**src/rtl/seg7_pkg.sv**
```systemverilog
// Shared 7-segment constants ({g,f,e,d,c,b,a}, active-high) and the one-hot digit-select helper.
package seg7_pkg;

   localparam int MAX_DIGITS = 8;

   localparam logic [6:0] SEG_0    = 7'h3F;
   localparam logic [6:0] SEG_1    = 7'h06;
   localparam logic [6:0] SEG_2    = 7'h5B;
   localparam logic [6:0] SEG_3    = 7'h4F;
   localparam logic [6:0] SEG_4    = 7'h66;
   localparam logic [6:0] SEG_5    = 7'h6D;
   localparam logic [6:0] SEG_6    = 7'h7D;
   localparam logic [6:0] SEG_7    = 7'h07;
   localparam logic [6:0] SEG_8    = 7'h7F;
   localparam logic [6:0] SEG_9    = 7'h6F;
   localparam logic [6:0] SEG_DASH = 7'h40;
   localparam logic [6:0] SEG_OFF  = 7'h00;

   function automatic logic [MAX_DIGITS-1:0] onehot(input logic [2:0] idx);
      logic [MAX_DIGITS-1:0] v;
      v      = '0;
      v[idx] = 1'b1;
      return v;
   endfunction

endpackage

```
**src/rtl/bcd_to_seg7.sv**
```systemverilog
// Combinational BCD digit to active-high 7-segment pattern; non-BCD codes show a dash.
module bcd_to_seg7
   import seg7_pkg::*;
(
   input  logic [3:0] i_bcd,
   output logic [6:0] o_seg
);

   always_comb begin
      o_seg = SEG_DASH;
      case (i_bcd)
         4'd0:    o_seg = SEG_0;
         4'd1:    o_seg = SEG_1;
         4'd2:    o_seg = SEG_2;
         4'd3:    o_seg = SEG_3;
         4'd4:    o_seg = SEG_4;
         4'd5:    o_seg = SEG_5;
         4'd6:    o_seg = SEG_6;
         4'd7:    o_seg = SEG_7;
         4'd8:    o_seg = SEG_8;
         4'd9:    o_seg = SEG_9;
         default: o_seg = SEG_DASH;
      endcase
   end

endmodule

```
**src/rtl/bcd_scan_display.sv**
```systemverilog
// Multiplexed 7-segment driver: snapshots a packed BCD value at frame boundaries and scans it out.
// Optional build macro LEADING_ZERO_BLANK_EN blanks leading zero digits (digit 0 always shown).
module bcd_scan_display
   import seg7_pkg::*;
#(
   parameter int DIGITS       = 4,
   parameter int SCAN_DIV     = 1000,
   parameter bit COMMON_ANODE = 1'b0
) (
   input  logic                  i_clk,
   input  logic                  i_clr_n,
   input  logic [4*DIGITS-1:0]   i_bcd,
   input  logic                  i_load,
   output logic                  o_ack,
   output logic [6:0]            o_seg,
   output logic [DIGITS-1:0]     o_an
);

   localparam int PW = $clog2(SCAN_DIV);
   localparam int IW = $clog2(DIGITS);
   localparam logic [PW-1:0]     PRE_MAX  = PW'(SCAN_DIV - 1);
   localparam logic [IW-1:0]     IDX_MAX  = IW'(DIGITS - 1);
   localparam logic [6:0]        SEG_IDLE = {7{COMMON_ANODE}};
   localparam logic [DIGITS-1:0] AN_IDLE  = {DIGITS{COMMON_ANODE}};

   logic [PW-1:0]       r_prescaler;
   logic [IW-1:0]       r_idx;
   logic [4*DIGITS-1:0] r_disp;
   logic                r_pend;
   logic                r_ack;
   logic [6:0]          r_seg;
   logic [DIGITS-1:0]   r_an;

   logic                w_tick;
   logic                w_frame_end;
   logic                w_capture;
   logic [3:0]          w_digits [DIGITS];
   logic [3:0]          w_cur_digit;
   logic [6:0]          w_dec_seg;
   logic [DIGITS-1:0]   w_an_sel;
   logic                w_blank;

   assign w_tick      = (r_prescaler == PRE_MAX);
   assign w_frame_end = w_tick && (r_idx == IDX_MAX);
   // A LOAD arriving on the frame-end cycle itself is honoured without waiting for pend.
   assign w_capture   = w_frame_end && (r_pend || i_load);

   generate
      for (genvar gi = 0; gi < DIGITS; gi++) begin : g_digit
         assign w_digits[gi] = r_disp[4*gi +: 4];
      end
   endgenerate

   assign w_cur_digit = w_digits[r_idx];
   assign w_an_sel    = DIGITS'(onehot(3'(r_idx)));

   bcd_to_seg7 u_dec (
      .i_bcd (w_cur_digit),
      .o_seg (w_dec_seg)
   );

`ifdef LEADING_ZERO_BLANK_EN
   logic [DIGITS-1:0] w_upper_zero;

   // Bit i set when captured digits i..DIGITS-1 are all zero.
   always_comb begin
      w_upper_zero = '0;
      for (int i = 0; i < DIGITS; i++) begin
         w_upper_zero[i] = 1'b1;
         for (int j = i; j < DIGITS; j++) begin
            if (w_digits[j] != 4'd0) begin
               w_upper_zero[i] = 1'b0;
            end
         end
      end
   end

   assign w_blank = (r_idx != '0) && w_upper_zero[r_idx];
`else
   assign w_blank = 1'b0;
`endif

   always_ff @(posedge i_clk or negedge i_clr_n) begin
      if (!i_clr_n) begin
         r_prescaler <= '0;
         r_idx       <= '0;
      end else if (w_tick) begin
         r_prescaler <= '0;
         r_idx       <= (r_idx == IDX_MAX) ? '0 : r_idx + 1'b1;
      end else begin
         r_prescaler <= r_prescaler + 1'b1;
      end
   end

   always_ff @(posedge i_clk or negedge i_clr_n) begin
      if (!i_clr_n) begin
         r_disp <= '0;
         r_pend <= 1'b0;
         r_ack  <= 1'b0;
      end else begin
         r_ack <= w_capture;
         if (w_capture) begin
            r_disp <= i_bcd;
            r_pend <= 1'b0;
         end else if (i_load) begin
            r_pend <= 1'b1;
         end
      end
   end

   always_ff @(posedge i_clk or negedge i_clr_n) begin
      if (!i_clr_n) begin
         r_seg <= SEG_IDLE;
         r_an  <= AN_IDLE;
      end else if (w_blank) begin
         r_seg <= SEG_IDLE;
         r_an  <= AN_IDLE;
      end else begin
         r_seg <= COMMON_ANODE ? ~w_dec_seg : w_dec_seg;
         r_an  <= COMMON_ANODE ? ~w_an_sel  : w_an_sel;
      end
   end

   assign o_ack = r_ack;
   assign o_seg = r_seg;
   assign o_an  = r_an;

endmodule

```
**config.mk**
```make
export PLATFORM = sky130hd
export DESIGN_NAME = bcd_scan_display
export DESIGN_NICKNAME = d
export VERILOG_FILES = /design/src/rtl/seg7_pkg.sv /design/src/rtl/bcd_to_seg7.sv /design/src/rtl/bcd_scan_display.sv
export SDC_FILE = /design/constraint.sdc
export NUM_CORES = 1
export LEC_CHECK = 0
export ABC_AREA = 1
export BUFFER_PORTS_ARGS = -buffer_cell sky130_fd_sc_hd__buf_2
export CAP_MARGIN = 30
export CORE_ASPECT_RATIO = 0.5
export CORE_MARGIN = 2
export CORE_UTILIZATION = 45
export DETAILED_ROUTE_END_ITERATION = 10
export PLACE_DENSITY = 0.68
export SYNTH_ARGS = -nofsm -noshare
export SYNTH_HDL_FRONTEND = slang
export SYNTH_HIERARCHICAL = 1
export SYNTH_SLANG_ARGS = --single-unit
```
**constraint.sdc**
```tcl
create_clock -name i_clk -period 1.6 [get_ports i_clk]
set_input_delay 0.24 -clock i_clk [delete_from_list [all_inputs] [get_ports i_clk]]
set_output_delay 0.24 -clock i_clk [all_outputs]
set_load 0.01 [all_outputs]
```
## Word-level counts from Yosys, hierarchy flattened

Memory sizes are Yosys's and may differ from the RTL's. A register that Yosys moved wholly into a read port is not among the register bits.
Cells that the tools add are included.

- ROM bits: 112
- Memories: 1
- Logic and storage cells: 30
- Register bits after elaboration: 34

Memory list:

| name | depth | width | rd ports | clocked after memory_dff | write ports | line | text |
|---|---|---|---|---|---|---|---|
| (no name shown) | 16 | 7 | 1 | 1 | 0 | bcd_to_seg7.sv:11 | `case (i_bcd)` |

- $add $sub $neg: 2
- Bitwise gates (word level): 1
- $lt $le $gt $ge: 3
- Mux-type cells: 9
- Reduce and logical (&&, ||, !) cells: 6
- Eq/ne operators: 2

Operators with widths:

| operator | count |
|---|---|
| adder 10 x 1 -> 10 bit, second input constant | 1 |
| == test 10 bit, second input constant | 1 |
| 2-to-1 mux 10 bit | 1 |
| binary-select mux 4 bit (select 2 bit) | 1 |
| 2-to-1 mux 4 bit | 2 |
| < comparator 2 x 4 -> 1 bit, second input constant | 1 |
| >= comparator 3 bit, second input constant | 1 |
| logical AND 1 bit | 3 |
| 2-to-1 mux 1 bit | 3 |
| NOT 2 -> 3 bit | 1 |
| adder 2 x 1 -> 2 bit, second input constant | 1 |
| demux 1 bit (select 2 bit) | 1 |
| == test 2 bit, second input constant | 1 |
| >= comparator 2 x 1 -> 1 bit, second input constant | 1 |
| 2-to-1 mux 2 bit | 1 |
| nonzero test 2 bit | 1 |
| logical NOT 1 bit | 1 |
| logical OR 1 bit | 1 |

## Logic depth before layout (Yosys ltp)

Gate-level depths: netlist of run 1.

- Depth after elaboration: 4
- Depth in mapped cells: 11

## Hierarchy

Netlist of run 1, hierarchy kept.

By module, submodules not included:

| module | area each (um2) | cells an instance | times used |
|---|---|---|---|
| bcd_scan_display | 1784.2 | 182 | 1 |
| bcd_to_seg7 | 192.7 | 36 | 1 |

## Worst setup path after synthesis of run 1

No wires, ideal clock.

- Kind: flip-flop to flip-flop
- Start: register r_idx[0]
- End: register r_seg[3], in the netlist o_seg[3]
- Required time: 1.478 ns
- Period minus slack after synthesis: 1.734 ns
- Library setup time: 0.122 ns
- Path slack: -0.134 ns
- Arrival: 1.612 ns
- Cell stages (with the launch flop): 11
- Buffers on the path: 1
- Path through: dfrtp_1 -> buf_2 -> clkinv_1 -> nor2_1 -> o22ai_1 -> inv_1 -> ha_1 -> nand2_1 -> nand2_1 -> nand2_1 -> nand2_1

- Word-level cells in the longest chain between the ends: 4

Ends and longest elaborated chain:

| element | line | text |
|---|---|---|
| start, declared | bcd_scan_display.sv:27 | `logic [IW-1:0] r_idx;` |
| start signal, assigned | bcd_scan_display.sv:89 | `r_idx <= (r_idx == IDX_MAX) ? '0 : r_idx + 1'b1;` |
| NOT 2 -> 3 bit (not written as such) | bcd_scan_display.sv:54 | `assign w_cur_digit = w_digits[r_idx];` |
| binary-select mux 4 bit (select 2 bit) | bcd_scan_display.sv:54 |  |
| 2-to-1 mux 4 bit (not written as such) (2 in a row) | bcd_scan_display.sv:54 |  |
| named net w_cur_digit[1] | bcd_scan_display.sv:38 | `logic [3:0] w_cur_digit;` |
| end, declared | bcd_scan_display.sv:31 | `logic [6:0] r_seg;` |

The timed path passes the listed nets, and every way through them passes these cells. The select of a mux whose other input is x is not followed.
A chain may end at the register's enable or synchronous reset.

## Worst setup path in the final report of run 1

- Start: register r_prescaler[0]
- End: register r_disp[2]

- Word-level cells in the longest chain between the ends: 3

Ends and longest elaborated chain:

| element | line | text |
|---|---|---|
| start, declared | bcd_scan_display.sv:26 | `logic [PW-1:0] r_prescaler;` |
| start signal, assigned | bcd_scan_display.sv:91 | `r_prescaler <= r_prescaler + 1'b1;` |
| == test 10 bit | bcd_scan_display.sv:43 | `assign w_tick = (r_prescaler == PRE_MAX);` |
| logical AND 1 bit | bcd_scan_display.sv:44 | `assign w_frame_end = w_tick && (r_idx == IDX_MAX);` |
| logical AND 1 bit | bcd_scan_display.sv:46 | `assign w_capture = w_frame_end && (r_pend \|\| i_load);` |
| end signal, assigned | bcd_scan_display.sv:103 | `r_disp <= i_bcd;` |
| end, declared | bcd_scan_display.sv:28 | `logic [4*DIGITS-1:0] r_disp;` |

No other way between the ends.

==> impl_results.md, run 1 <==
* Setup crit start kind: register
* Residual DRC count at 0
* P_sw at 361 uW
* Clock sink count at 41
* Endpoints failing setup at 0
* Synth top area share at 51.9%
* Worst Max-Slew Pin Slew at 0.576 ns
* Root Driver: clkbuf_8
* Vias in the first global route at 1428
* Sequential share of power at 60.1%
* Power Dens Cells at 695 nW/um^2
* Largest cells by area after synthesis: dfrtp_1, nand2_1, ha_1
* Max_slew headroom at 61.6%
* Net count, final at 298
* Setup ws final at 0.0678 ns
* Routed Antenna Nets at 0
* Buffers on Ports at 30
* Critical setup path kind: register to register
* FFs w/ async S/R, synth at 100%
* Worst Path Arrival at 1.71 ns
* Clock Tree Buf Depth at 2
* Drt via density at 5.07
* Clock power share at 37.5%
* Hold Fails Final Rpt at 1
* Pre-CTS setup slack at -0.00256 ns
* PnR Total Power at 1720 uW
* Status: finished with violations
* Synth cell types at 28
* Mapped Nets at 248
* H-tree depth at 2
* Final Cell Area at 2480 sq um
* Main synth FF type: dfrtp_1
* Max Fclk at 0.653 GHz
* GRT Overall Usage at 16.5%
* Max Clock Skew at 0.00427 ns
* Hold Buf Count CTS at 0
* CTS tree: yes
* First-pass GRT wire length at 6390 um
* Worst min-delay path category: primary input to async pin
* Largest net degree at the start of global routing at 42
* EDFF count, synth at 0
* Worst setup EP type: register
* Switch share at 21.0%
* Die height at 50.9 um
* Layout area overhead at 25.5%
* Later-pin clock latency in the skew report at 0.29 ns
* Failing checks: hold timing
* Commonest cells post-synth: nand2_1, dfrtp_1, nor2_1
* Area after DPL at 2210 sq um
* Initial Utilization at 48.6%
* Maximum vdd drop at 0.346 mV
* Final WL at 4240 um
* Post-Syn Area per Cell at 9.07 sq um
* Die X-Extent at 97.7 um
* Setup TNS at 0 ns
* Critical path peak fanout at 8
* Most numerous cell in the Yosys netlist: nand2_1
* Worst r2r path cells at 8
* Share of cells above drive strength 1 at 32.3%
* Fin crit period at 1.53 ns
* Fin. max-slew vios at 0
* Pleak at 0.00130 uW
* Post-synthesis cell area at 1980 sq um
* Yosys warnings at 6
* WP data required at 1.78 ns
* DR iter-0 viols at 128
* RSZ-0062 raised after global routing: true
* HPWL after DPL at 2710 um
* Clock-pin slew on the worst setup and hold paths at 0.08 ns
* Logic pwr share at 2.4%
* Die ar. at 4970 sq um
* # rows at 16
* DR WL/cell at 13.1 um
* Area leader, netlist: dfrtp_1
* Core Region at 4060 sq um
* Final worst-path cycle share at 95.8%
* First-pass iteration count of the detailed router at 4
* Detailed-route via count at 1637
* Internal Power at 1360 uW
* Num ports at 31
* Sequential fraction of the synthesis area at 51.9%
* Post-Synthesis Cells at 218
* MaxCap Viol Count at 0
* Ant diodes at 0
* Worst hold slack at -0.000429 ns
* Non-Filler Instances at 323
* CTS buffer count at 5
* GRT overflow at 0
* Placer congestion estimate at 0.871
* Seq cells post-synth at 41
* Dpl cells at 303
* Initial antenna violation count at 0
-- cell type report --
class / count / area, sq um
Inverter: 18 / 70.1
Multi-Input combinational cell: 154 / 950
Clock buffer: 8 / 80.1
Fill cell: 349 / 1580
Timing Repair Buffer: 48 / 285
Tap cell: 54 / 67.6
Sequential cell: 41 / 1030
-- placed cells by master, fill, tap and decap left out, drive strengths merged --
| master | count |
|---|---|
| nand2 | 68 |
| buf | 48 |
| dfrtp | 41 |
| nor2 | 23 |
| nand4 | 20 |
| inv | 18 |
| ha | 11 |
| o21ai | 10 |
| clkbuf | 8 |
| a21oi | 5 |
| nand3 | 5 |
| o22ai | 4 |
| nor3 | 2 |
| xor2 | 2 |
| or2 | 2 |
| nor3b | 1 |
| o211ai | 1 |
-- sequential cells by signal (all words and copies together), names as in the netlist --
signal / cells
r_disp: 16
r_prescaler: 10
o_seg: 7
o_an: 4
r_idx: 2
o_ack: 1
r_pend: 1
-- kinds of logic after synthesis --
logic type      after synthesis  synth area share (%)
buf+inv                      26                  6.64
fa+ha+maj                    11                  6.96
simple gates                118                  28.2
compound gates               20                  5.44
flops                        41                  51.9
xor+xnor                      2                 0.886
-- through the flow --
| stage | hold slack [ns] | utilization, % |
|---|---|---|
| after detailed placement | 0.333 | 54.4 |
| after floorplan | -0.0556 | - |
| after CTS | 0.0186 | 56.6 |
| after global routing | 0.0402 | 61.1 |
| after global placement | 0.328 | 54.4 |
| final | -0.000429 | 61.1 |
-- metal layers --
metal / wire length, um / track usage, %
met1: 1950 / 21.1
met2: 2040 / 27.9
met3: 208 / 5.75
met4: 37 / 2.78
met5: 0 / 0
-- worst paths after layout --
path,slack [ns],startpoint,endpoint
setup / recovery,0.07,r_prescaler[0],r_disp[2]
setup reg to reg,0.07,r_prescaler[0],r_disp[2]
hold reg to reg,0.47,r_disp[10],r_disp[10]
hold / removal,-0.0004,i_clr_n,r_prescaler[0]
max in group asynchronous,1.22,i_clr_n,r_idx[1]
min in group i_clk,0.21,i_bcd[15],r_disp[15]
-- power groups by stage --
stage	Combinational (uW)	Clock (uW)	Sequential, uW
detailed placement	43.9	0	1060
finish	42.0	646	1040
CTS	44.0	665	1040
global placement	42.8	0	1060
global route	48.6	723	1040
-- timing repair --
action,CTS,global route
setup endpoints to repair,5,23
gates cloned,0,3
gates resized for setup,2,21
buffers inserted,0,9
pin swaps,0,8
-- worst max-delay path, stage by stage (launching register included) --
cell	delay (ns)
dfrtp_1	0.37
ha_2	0.19
nand2_2	0.06
inv_2	0.09
nand2_2	0.07
nor2_4	0.27
nand4_4	0.21
nand2_1	0.12
nand2_1	0.05
(Power assumes the default switching activity.)
==> run 2, diff against run 1 <==
CORE_UTILIZATION = 50   (was 45)
PLACE_DENSITY = 0.75   (was 0.68)
==> run 2 against run 1 <==
  * The run still ends with hold timing left
  * First-iteration DRC count down 29%
  * Design area down 2.6%
  * Register-to-register slack worse by 0.02 ns
  * Clock skew about the same
  * Non-clock buffer count down 2
  * Critical path type unchanged
  * Highest routed layer unchanged
==> impl_results.md, run 2 (same netlist as run 1, synthesis figures left out) <==
* Status: finished with violations
* Failing checks: hold timing
* Setup crit start kind: register
* Buffers on Ports at 30
* Detailed-route via count at 1623
* Worst min-delay path category: primary input to async pin
* Worst setup EP type: register
* Initial antenna violation count at 0
* CTS tree: yes
* Largest register FFs at 16
* Clock sink count at 41
* Layout area overhead at 22.3%
* DR iter-0 viols at 91
* Clock-pin slew on the worst setup and hold paths at 0.07 ns
* Num ports at 31
* Worst Path Arrival at 1.74 ns
* Net count, final at 295
* MaxCap Viol Count at 0
* Worst hold slack at -0.00181 ns
* Commonest non-fill, non-tap cell in the layout: nand2_1
* GRT overflow at 0
* Final worst-path cycle share at 97.2%
* Crit-path cells: ha_1 -> nand2_1 -> inv_2 -> nand2_1 -> nor2_4 -> nand4_2 -> nand2_1 -> nand2_1
* Maximum vdd drop at 0.351 mV
* # rows at 16
* Max Clock Skew at 0.00395 ns
* RSZ-0062 raised after global routing: true
* First-pass iteration count of the detailed router at 4
* Largest stage delay on the critical path at 0.38 ns
* Crit path capture: r_disp[0]
* Setup TNS at 0 ns
* Core Region at 3840 sq um
* Hold Buf Count CTS at 0
* Initial Utilization at 51.4%
* Bufs and invs on worst path at 1
* Final WL at 4090 um
* Endpoints failing setup at 0
* Root Driver: clkbuf_8
* Routed Antenna Nets at 0
* Fillers at 326
* Critical setup path kind: register to register
* Later-pin clock latency in the skew report at 0.29 ns
* Die height at 48.5 um
* Pleak at 0.00129 uW
* Fin. max-slew vios at 0
* Ant diodes at 0
* Largest net degree at the start of global routing at 42
* DR WL/cell at 12.8 um
* Largest Register: r_disp
* Worst r2r path cells at 8
* Crit-path slowest cell: dfrtp_1
* Worst Max-Slew Pin Slew at 0.515 ns
* Die X-Extent at 92.9 um
* WP data required at 1.78 ns
* Non-Filler Instances at 319
* Fin crit period at 1.56 ns
* GRT Overall Usage at 18.2%
* First-pass GRT wire length at 6200 um
* Reg-to-reg setup timing slack at 0.04 ns
* Critical path peak fanout at 4
* Core Util, Final at 62.9%
* WP depth at 8
* Residual DRC count at 0
* H-tree depth at 2
* Share of cells above drive strength 1 at 29.4%
* HPWL after DPL at 2690 um
* Vias in the first global route at 1419
* Hold Fails Final Rpt at 5
* Power Dens Cells at 726 nW/um^2
* Setup ws final at 0.0443 ns
* Clock Tree Buf Depth at 2
* CTS buffer count at 5
* Placer congestion estimate at 0.842
* CP dominant cell by count: nand2_1
* Dpl cells at 303
* Max Fclk at 0.643 GHz
* Crit path from: r_prescaler[0]
* Max_slew headroom at 65.7%
* Die ar. at 4500 sq um
* Drt via density at 5.09
* Most frequent cells in the layout: nand2_1, dfrtp_1, buf_2
* Worst reg2reg endpoint: r_disp[0]
* CP delay by family, top: simple AND/OR/NAND/NOR gates
* Pre-CTS setup slack at -0.0334 ns
* Reg2reg start: r_prescaler[0]
## run 2: per-layer routing
layer / vias up / global-route usage, % / share of wire, %
met5: - / 0 / 0
met4: 0 / 7.84 / 1.4
met3: 6 / 6.70 / 4.4
met2: 28 / 29.6 / 50
met1: 778 / 22.0 / 44
li1: 811 / - / -
## run 2: area by class of cell
type                       count  area, sq um  share of cell area, %
inverter                      18         70.1                   2.90
clock buffer                   7         86.3                   3.57
multi-input combinational    153          895                   37.0
sequential                    41         1030                   42.5
tap                           54         67.6                   2.80
timing repair buffer          46          270                   11.2
## run 2: stage by stage
step | power, uW | cell area (sq um)
final | 1750 | 2420
after global routing | 1830 | 2420
after detailed placement | 1100 | 2210
after global placement | 1100 | 2210
after floorplan | 1060 | 1990
after CTS | 1780 | 2300
## run 2: worst min-delay path by stage
| stage | start | endpoint | slack [ns] |
|---|---|---|---|
| 2_1_floorplan | i_clr_n | o_ack | -0.06 |
| 3_3_place_gp | i_clr_n | r_prescaler[0] | 0.32 |
| 3_5_place_dp | i_clr_n | r_prescaler[0] | 0.33 |
| 4_1_cts | i_clr_n | r_prescaler[0] | 0.01 |
| 5_1_grt | i_clr_n | r_prescaler[2] | 0.03 |
| 6_report | i_clr_n | r_prescaler[4] | -0.002 |
## run 2: repair_timing
action / CTS / global route
setup buffers: 0 / 7
gates resized for setup: 2 / 10
pin swaps: 1 / 3
gates cloned: 0 / 2
setup endpoints to repair: 1 / 22
## run 2: power breakdown
part               switching (uW)  internal, uW
logic                        25.1          16.7
registers      0.0000000000000211          1040
clock network                 335           342
==> run 3, diff against run 2 <==
CORE_UTILIZATION = 52   (was 50)
CTS_BUF_LIST = sky130_fd_sc_hd__clkbuf_4 sky130_fd_sc_hd__clkbuf_8   (was default)
PLACE_DENSITY = 0.77   (was 0.75)
==> run 3 against run 2 <==
  * Setup slack worse by 0.058 ns
  * Design area grew 5.0%
  * Largest power group unchanged
  * Maximum frequency decreased by 3.6%
  * Routed wire length is 13% higher
  * Clock power grew 29%
  * Critical path type unchanged
  * Clock skew increased by 0.0043 ns
  * Non-clock buffer count is 5 higher
  * Combinational power increased by 12%
  * First-iteration DRC count shrank 32%
  * The flow finishes with violations (setup timing)
==> impl_results.md, run 3 (same netlist as run 1, synthesis figures left out) <==
* # rows at 15
* Endpoints failing setup at 2
* First-pass iteration count of the detailed router at 4
* Final Cell Area at 2540 sq um
* Worst Path Arrival at 1.80 ns
* Root Driver: clkbuf_8
* Num ports at 31
* GRT overflow at 0
* Drt via density at 5.28
* Later-pin clock latency in the skew report at 0.30 ns
* Maximum vdd drop at 0.408 mV
* Hold Fails Final Rpt at 0
* Largest stage delay on the critical path at 0.47 ns
* Detailed-route via count at 1707
* Residual DRC count at 0
* Worst min-delay path category: primary input to register
* Commonest non-fill, non-tap cell in the layout: nand2_1
* Core Util, Final at 72.0%
* Setup ws final at -0.0134 ns
* Die ar. at 4340 sq um
* Critical path peak fanout at 7
* Buffers on Ports at 30
* Power Dens Cells at 772 nW/um^2
* Final worst-path cycle share at 101%
* H-tree depth at 2
* Critical setup path kind: register to register
* HPWL after DPL at 2760 um
* Routed Antenna Nets at 0
* Largest net degree at the start of global routing at 24
* Reg-to-reg setup timing slack at -0.01 ns
* WP data required at 1.79 ns
* Final WL at 4640 um
* Fin. max-slew vios at 0
* Pleak at 0.00132 uW
* Fillers at 260
* Vias in the first global route at 1544
* Core Region at 3530 sq um
* CP dominant cell by count: nand2_1
* Setup crit start kind: register
* Area after DPL at 2210 sq um
* Initial antenna violation count at 0
* Clock sink count at 41
* Worst Max-Slew Pin Slew at 0.790 ns
* Crit-path cells: buf_6 -> o21ai_0 -> o22ai_2 -> inv_2 -> nand2_1 -> nand2_1 -> nand2_1 -> nand2_1
* PnR Total Power at 1960 uW
* CTS tree: yes
* Placer congestion estimate at 0.866
* Share of cells above drive strength 1 at 34.6%
* First-pass GRT wire length at 6580 um
* Crit-path slowest cell: dfrtp_2
* Status: finished with violations
* Clock Tree Buf Depth at 2
* Largest Register: r_disp
* Net count, final at 301
* Max Clock Skew at 0.00829 ns
* Pre-CTS setup slack at -0.0352 ns
* DR WL/cell at 14.4 um
* Fin crit period at 1.61 ns
* Layout area overhead at 28.4%
* Ant diodes at 0
* DR iter-0 viols at 62
* CTS buffer count at 5
* RSZ-0062 raised after global routing: true
* Clock-pin slew on the worst setup and hold paths at 0.08 ns
* Worst setup EP type: register
* Initial Utilization at 56.0%
* Max_slew headroom at 47.3%
* Most frequent cells in the layout: nand2_1, dfrtp_1, buf_2
* Die height at 47.6 um
* MaxCap Viol Count at 0
* Largest register FFs at 16
* Failing checks: setup timing
* Die X-Extent at 91.2 um
* Max Fclk at 0.620 GHz
* GRT Overall Usage at 19.9%
==> run 3: changes by cell type in the layout (fill, tap and decap cells not counted), moves of 2 or more <==
cell     previous run  this run
nand2_2             3         7
buf_4              16        19
nand2_1            64        61
ha_1               10         8
nor2_4              2         4
o21ai_0             7         5
o21ai_2             0         2
==> run 3: metal layers <==
layer  vias to the layer above  wire, um  share of wire, %  global-route usage, %
li1                        822         -                 -                      -
met1                       810      1900                41                   22.8
met2                        63      2380                51                   37.8
met3                        12       267               5.8                   5.35
met4                         0        90               1.9                   7.88
met5                         -         0                 0                      0
==> run 3: what timing repair did <==
item,CTS,global route
pin swaps,1,8
cloned,0,3
setup buffers,0,11
hold buffers,1,0
setup endpoints to repair,11,25
resized for setup,2,22
endpoints found under the hold margin,21,0
==> run 3: power breakdown <==
part	switching [uW]	total (uW)	internal, uW
clock network	370	877	507
registers	0.0000000000000304	1040	1040
logic	26.8	46.8	19.9
==> run 3: final timing paths <==
kind                       startpoint          to  cells past startpoint
setup reg to reg             r_idx[0]    o_seg[3]                      8
max in group asynchronous     i_clr_n    o_seg[4]                      3
setup / recovery             r_idx[0]    o_seg[3]                      8
min in group asynchronous     i_clr_n    o_seg[5]                      2
hold reg to reg             r_disp[7]   r_disp[7]                      2
hold / removal              i_bcd[11]  r_disp[11]                      3
==> run 3: per-stage QoR <==
stage / TNS, ns / hold WS, ns / cells
after global routing: -0.663 / 0.191 / 323
after CTS: 0 / 0.189 / 309
after detailed placement: -0.0704 / 0.235 / 300
after floorplan: 0 / -0.0556 / 218
after global placement: 0 / 0.228 / 300
final: -0.0224 / 0.186 / 323
==> run 3: critical path, delay by kind of cell, from the launching register on <==
kind	cells	cell delay [ns]
flip-flops	1	0.47
AO/OA/AOI/OAI	2	0.49
buffers and inverters	2	0.25
AND/OR/NAND/NOR	4	0.28
==> run 3: cell type report <==
cell class	instances	area, sq um	area share, %
Clock inverter	2	37.5	1.48
Inverter	18	72.6	2.86
Timing Repair Buffer	51	314	12.4
Sequential cell	41	1030	40.5
Tap cell	51	63.8	2.51
Multi-Input combinational cell	154	940	37.0
Clock buffer	6	82.6	3.25
